**config.mk**
```make
export PLATFORM = sky130hd
export DESIGN_NAME = aes_job_fifo
export DESIGN_NICKNAME = d
export VERILOG_FILES = /design/src/rtl/aes_pkg.sv /design/src/rtl/fifo_ptr_ctrl.sv /design/src/rtl/aes_job_fifo.sv
export SDC_FILE = /design/constraint.sdc
export NUM_CORES = 1
export LEC_CHECK = 0
export BUFFER_PORTS_ARGS = -buffer_cell sky130_fd_sc_hd__buf_2
export CAP_MARGIN = 20
export CORE_AREA = 2 2 457 278
export CTS_CLUSTER_DIAMETER = 100
export DETAILED_ROUTE_END_ITERATION = 10
export DIE_AREA = 0 0 459 280
export HOLD_SLACK_MARGIN = 0.08
export PLACE_DENSITY = 0.78
export REMOVE_ABC_BUFFERS = 1
export SLEW_MARGIN = 5
export SYNTH_ARGS = -nofsm -noshare
export SYNTH_HDL_FRONTEND = slang
export SYNTH_SLANG_ARGS = --single-unit
```
**constraint.sdc**
```tcl
create_clock -name HCLK -period 37.1 [get_ports HCLK]
set_clock_uncertainty 0.2 [all_clocks]
set_input_delay 3.71 -clock HCLK [delete_from_list [all_inputs] [get_ports HCLK]]
set_output_delay 3.71 -clock HCLK [all_outputs]
set_load 0.03 [all_outputs]
```
**src/rtl/aes_pkg.sv**
```systemverilog
`default_nettype none
// ============================================================================
// Module      : aes_pkg
// Description : Shared widths and the job record buffered ahead of the
//               AES-CTR core.
// Revision    : 1.0 - initial release
// ============================================================================
package aes_pkg;

  localparam int AHB_BUS_SIZE = 32;
  localparam int BLOCK_W      = 128;

  // One complete encryption job, 416 bits; key sits in the top bits.
  typedef struct packed {
    logic [BLOCK_W-1:0]      key;
    logic [BLOCK_W-1:0]      nonce;
    logic [AHB_BUS_SIZE-1:0] destination;
    logic [BLOCK_W-1:0]      plain_text;
  } aes_job_t;

endpackage
`default_nettype wire

```
**src/rtl/fifo_ptr_ctrl.sv**
```systemverilog
`default_nettype none
// ============================================================================
// Module      : fifo_ptr_ctrl
// Description : Read/write pointers with explicit wrap, occupancy count,
//               registered full flag and sticky overflow for a DEPTH-entry
//               FIFO (DEPTH need not be a power of two).
// Revision    : 1.0 - initial release
// ============================================================================
module fifo_ptr_ctrl
  import aes_pkg::*;
#(
  parameter int DEPTH = 4,
  parameter int PTR_W = (DEPTH > 1) ? $clog2(DEPTH) : 1,
  parameter int CNT_W = $clog2(DEPTH + 1)
) (
  input  logic             clk,
  input  logic             rst,
  input  logic             push_req_i,
  input  logic             pop_req_i,
  output logic             push_o,
  output logic             pop_o,
  output logic [PTR_W-1:0] wr_ptr_o,
  output logic [PTR_W-1:0] rd_ptr_o,
  output logic [CNT_W-1:0] count_o,
  output logic             full_o,
  output logic             empty_o,
  output logic             overflow_o
);

  logic [PTR_W-1:0] wr_ptr_q, wr_ptr_d;
  logic [PTR_W-1:0] rd_ptr_q, rd_ptr_d;
  logic [CNT_W-1:0] count_q,  count_d;
  logic             full_q,   full_d;
  logic             ovf_q,    ovf_d;

  function automatic logic [PTR_W-1:0] ptr_inc(input logic [PTR_W-1:0] p);
    return (p == PTR_W'(DEPTH - 1)) ? '0 : p + 1'b1;
  endfunction

  // Handshake qualification and next-state for pointers, count and flags.
  // A write while full is dropped even if a pop happens in the same cycle.
  always_comb begin
    push_o   = push_req_i && !full_q;
    pop_o    = (count_q != '0) && pop_req_i;
    wr_ptr_d = push_o ? ptr_inc(wr_ptr_q) : wr_ptr_q;
    rd_ptr_d = pop_o  ? ptr_inc(rd_ptr_q) : rd_ptr_q;
    count_d  = count_q + CNT_W'(push_o) - CNT_W'(pop_o);
    full_d   = (count_d == CNT_W'(DEPTH));
    ovf_d    = ovf_q | (push_req_i & full_q);
  end

  // State register with synchronous reset discarding all entries.
  always_ff @(posedge clk) begin
    if (rst) begin
      wr_ptr_q <= '0;
      rd_ptr_q <= '0;
      count_q  <= '0;
      full_q   <= 1'b0;
      ovf_q    <= 1'b0;
    end else begin
      wr_ptr_q <= wr_ptr_d;
      rd_ptr_q <= rd_ptr_d;
      count_q  <= count_d;
      full_q   <= full_d;
      ovf_q    <= ovf_d;
    end
  end

  assign wr_ptr_o   = wr_ptr_q;
  assign rd_ptr_o   = rd_ptr_q;
  assign count_o    = count_q;
  assign full_o     = full_q;
  assign empty_o    = (count_q == '0);
  assign overflow_o = ovf_q;

endmodule
`default_nettype wire

```
**src/rtl/aes_job_fifo.sv**
```systemverilog
`default_nettype none
// ============================================================================
// Module      : aes_job_fifo
// Description : Show-ahead FIFO of complete AES-CTR jobs between slave_write
//               and the AES core, with a flag telling the core when the head
//               job's key differs from the last key it consumed.
// Revision    : 1.0 - initial release
// ============================================================================
module aes_job_fifo
  import aes_pkg::*;
#(
  parameter int DEPTH        = 4,
  parameter int AHB_BUS_SIZE = 32
) (
  input  logic                        HCLK,
  input  logic                        HRESET,
  input  logic                        write_out,
  input  logic [127:0]                key,
  input  logic [127:0]                nonce,
  input  logic [AHB_BUS_SIZE-1:0]     destination,
  input  logic [127:0]                plain_text,
  output logic                        fifo_full,
  output logic                        job_valid,
  input  logic                        job_ready,
  output logic [127:0]                job_key,
  output logic [127:0]                job_nonce,
  output logic [AHB_BUS_SIZE-1:0]     job_destination,
  output logic [127:0]                job_plain_text,
  output logic                        job_new_key,
  output logic [$clog2(DEPTH+1)-1:0]  fifo_count,
  output logic                        overflow
);

  localparam int PTR_W = (DEPTH > 1) ? $clog2(DEPTH) : 1;
  localparam int CNT_W = $clog2(DEPTH + 1);

  aes_job_t         mem [DEPTH];
  aes_job_t         w_in_job;
  aes_job_t         w_head;
  logic             w_push, w_pop, w_empty;
  logic [PTR_W-1:0] w_wr_ptr, w_rd_ptr;
  logic [127:0]     last_key_q;
  logic             last_key_valid_q;

  fifo_ptr_ctrl #(
    .DEPTH (DEPTH),
    .PTR_W (PTR_W),
    .CNT_W (CNT_W)
  ) u_ptr (
    .clk        (HCLK),
    .rst        (HRESET),
    .push_req_i (write_out),
    .pop_req_i  (job_ready),
    .push_o     (w_push),
    .pop_o      (w_pop),
    .wr_ptr_o   (w_wr_ptr),
    .rd_ptr_o   (w_rd_ptr),
    .count_o    (fifo_count),
    .full_o     (fifo_full),
    .empty_o    (w_empty),
    .overflow_o (overflow)
  );

  assign w_in_job.key         = key;
  assign w_in_job.nonce       = nonce;
  assign w_in_job.destination = destination[31:0];
  assign w_in_job.plain_text  = plain_text;

  // Job storage; contents need no reset because the count gates visibility.
  always_ff @(posedge HCLK) begin
    if (w_push) begin
      mem[w_wr_ptr] <= w_in_job;
    end
  end

  // Remember the key of the most recently consumed job.
  always_ff @(posedge HCLK) begin
    if (HRESET) begin
      last_key_valid_q <= 1'b0;
    end else if (w_pop) begin
      last_key_q       <= w_head.key;
      last_key_valid_q <= 1'b1;
    end
  end

  // Show-ahead head read, zeroed while the FIFO is empty.
  always_comb begin
    job_valid = !w_empty;
    w_head    = job_valid ? mem[w_rd_ptr] : '0;
  end

  assign job_key         = w_head.key;
  assign job_nonce       = w_head.nonce;
  assign job_destination = AHB_BUS_SIZE'(w_head.destination);
  assign job_plain_text  = w_head.plain_text;
  assign job_new_key     = job_valid && (!last_key_valid_q || (w_head.key != last_key_q));

endmodule
`default_nettype wire

```
==> impl_results.md <==
* CP max stage delay at 770 ps
* I/O Pins at roughly 840
* Row cnt at 101
* Starting Density at 56.3%
* GPL Wtd Cong at around 0.93
* CP startpoint kind: flip-flop
* CTS Buf Count at around 160
* Yosys Warn Count at 0
* Global Route Usage Sum at 26.3%
* Async set-or-reset flop fraction in the synthesized netlist at 0%
* Area of the die at between 100000 and 150000 um2
* Share of layout cells above drive strength 1 at around a third
* Placed cell areas at approximately 76000 um2
* CP Capture Type: primary output
* Number of hold buffers added after cts at 0
* H-tree levels at 4
* WP data arrival at 6530 ps
* Filler cells at 8159
* Root Driver: clkbuf_16
* Clock Latency Late Sink at around 800 ps
* Largest net degree at the start of global routing at 140
* Reg-to-reg endpoint: mem[1][100]$_DFFE_PP_
* Critical-path top delay cell: dfxtp_4
* Max FO, Critical Path at 133
* Fin nets at 4702
* Routed Wire Length at 171 mm
* R2r setup slk at 32020 ps
* DRC errors left at 0
* Post-DP HPWL at 111 mm
* Pre-antenna DRT Iters at 8
* Final setup violation count at 0
* Clock transition at path regs at 70 ps
* Vias in the first global route at 36976
* Main synth FF type: edfxtp_1
* Chip width at 459 um
* Post-CTS Resized at 0
* Post-synth EDFFs at approximately 1800
* Rel. slew slack at roughly 19%
* CTS tree: yes
* Hold Crit Class: reg2reg
* Crit share post-route at ~28%
* Fin area at around 80000 um2
* Max Fclk at 0.0958 GHz
* Endpoints failing hold at 0
* CP Buf/Inv Count at 4
* Pins Over Slew Limit at 0
* Synth Register Bits at 1804
* Worst-path cell chain: buf_12 > buf_4 > buf_12 > mux4_2 > nand2_1 > o221ai_1 > or4b_1 > or4_1 > nor4_1 > nor2_1 > buf_2
* Setup Buffers After CTS at 0
* Crit path required time at 33190 ps
* Gr ovfl total at 0
* Worst-Margin Slew at approximately 1200 ps
* Max_cap viols at 0
* Hold_sp: u_ptr.overflow_o$_SDFF_PP0_
* Clk buf depth at 3
* Setup TNS at 0 ps
* Worst vdd ir at between 0.00008 and 0.00009 V
* Mapped Area at between 70000 and 80000 um2
* Cells after synthesis at 3385
* Pwr Density at 78.6 nW/um2
* Worst hold path endpoint: u_ptr.overflow_o$_SDFF_PP0_
* Area delta synth->final at 15.6%
* P_leak at 27.5 nW
* Cell count of the worst reg-to-reg path at 6
* Largest delay share family, worst path: buffers and inverters
* Cells on Worst Hold Path at 2
* Critical path class: reg2out
* Final Critical Period at about 10000 ps
* Iteration-0 DRC Markers at 3949
* Initial antenna violation count at 63
* Run status: completed
* DIE HEIGHT at between 200 and 300 um
* Register area share after synthesis at 76.8%
* First-pass GRT wire length at roughly 250 mm
* DR WL/cell at 28.1 um
* DR vias at 36832
* RSZ-0062 raised after global routing: no
* FF-to-FF Start: u_ptr.full_o$_SDFF_PP0_
* Antenna viol nets, final at 0
* Vias per inst at 6.05
* CTS Sinks at 1804
* Synthesized area per cell at 20.8 um2
* Most used cell along the critical path: buf_12
* Yosys cell types at 77
* Core box area at 125000 um2
* I/O Buffers at about 840
## sequential cells by signal (all words and copies together) (netlist names), named ones only
register	count
last_key_q	128
last_key_valid_q	1
mem	1664
u_ptr.count_o	3
u_ptr.full_o	1
u_ptr.overflow_o	1
u_ptr.rd_ptr_o	2
u_ptr.wr_ptr_o	2
## cells in the final DEF (no fill, tap or decap), types with 38 or more instances in the layout
cell type  count
mux4_2       381
buf_2        842
buf_4         46
diode_2       38
nand2_1       49
clkbuf_16    161
edfxtp_1    1792
clkbuf_1      40
inv_1         67
nor2_1        51
mux2i_1       73
and2_1       376
## layer usage
layer / GRT usage (%) / share of wire, % / vias to the layer above / routed length, um
li1: - / - / 15612 / -
met1: 34.3 / 37 / 18967 / 62700
met2: 41.2 / 49 / 1860 / 83600
met3: 9.36 / 11 / 353 / 18700
met4: 9.67 / 3.4 / 40 / 5870
met5: 0 / 0.15 / - / 262
## how the worst max path moves through the flow
stage              start     endpoint  cells after the start  slack [ps]
3_3_place_gp   flip-flop  job_new_key                     11       27310
2_1_floorplan  flip-flop  job_new_key                      6       10380
4_1_cts        flip-flop  job_new_key                     11       26420
6_report       flip-flop  job_new_key                     11       26660
3_5_place_dp   flip-flop  job_new_key                     11       27320
5_1_grt        flip-flop  job_new_key                     11       26210
## stage by stage
step,setup slack (ps),instances,hold WS [ps],utilization [%],total power [mW]
2_1_floorplan,10380,3219,225,-,4.47
3_3_place_gp,27310,5758,243,61.0,4.80
3_5_place_dp,27320,5759,260,61.0,4.83
4_1_cts,26420,6044,274,65.0,6.42
5_1_grt,26210,6073,294,65.1,6.61
6_report,26660,6085,265,65.1,6.39
## report_power, final
group | internal [mW] | switching [mW]
combinational | 0.677 | 1.48
sequential | 2.55 | 0.0859
clock | 0.865 | 0.730
total | 4.09 | 2.30
## tightest hold or removal path, cell delays in order, from the launching register on
cell     delay (ps)
dfxtp_1         320
a21oi_1          40
nor2_1           70
## synthesized netlist by cell type, types with 5 or more instances
| master | count | area [um2] |
|---|---|---|
| o2111ai_1 | 5 | 43.8 |
| nor4_1 | 17 | 106 |
| mux2i_1 | 73 | 731 |
| mux2_2 | 24 | 270 |
| and3_1 | 11 | 68.8 |
| a2111oi_0 | 15 | 131 |
| a211oi_1 | 30 | 225 |
| nand4_1 | 10 | 62.6 |
| edfxtp_1 | 1792 | 53800 |
| nor2b_1 | 30 | 188 |
| dfxtp_1 | 12 | 240 |
| nor3b_1 | 11 | 82.6 |
| buf_2 | 57 | 285 |
| o22ai_1 | 14 | 87.6 |
| nor2_1 | 52 | 195 |
| ha_1 | 7 | 87.6 |
| buf_1 | 15 | 56.3 |
| a21oi_1 | 25 | 125 |
| clkbuf_1 | 70 | 263 |
| inv_1 | 67 | 251 |
| nand2_1 | 49 | 184 |
| o21ai_1 | 5 | 25.0 |
| mux4_2 | 381 | 8580 |
| nor3_1 | 11 | 55.1 |
| buf_4 | 13 | 97.6 |
| nand3_1 | 19 | 95.1 |
| buf_6 | 8 | 90.1 |
| o32ai_1 | 7 | 61.3 |
| a22oi_1 | 27 | 203 |
| and2_1 | 380 | 2380 |
| a222oi_1 | 5 | 50.1 |
| xnor2_1 | 27 | 236 |
| a221oi_1 | 9 | 78.8 |
| o21ai_0 | 23 | 115 |
| a31oi_1 | 9 | 56.3 |
## cell families (layout without fill, tap and decap cells)
family	count (synthesis)	count (layout)	share of synthesized area [%]
adder cells (fa/ha/maj)	8	8	0.153
other	0	38	0
multiplexers	478	478	13.6
buffers and inverters	235	1249	1.58
AND/OR/NAND/NOR	614	614	5.13
AO/OA/AOI/OAI	215	215	2.27
XOR/XNOR	31	31	0.397
flip-flops	1804	1804	76.8
## area by class of cell
| type | count | area (um2) | share of cell area (%) |
|---|---|---|---|
| repair buffers | 895 | 4640 | 5.71 |
| flip-flops and latches | 1804 | 54100 | 66.5 |
| multi-input cells | 1346 | 15200 | 18.7 |
| diodes | 38 | 95.1 | 0.117 |
| well taps | 1648 | 2060 | 2.54 |
| inverters | 69 | 267 | 0.328 |
| clock inverters | 82 | 772 | 0.949 |
| clock buffers | 203 | 4210 | 5.17 |
(Power assumes the default switching activity.)
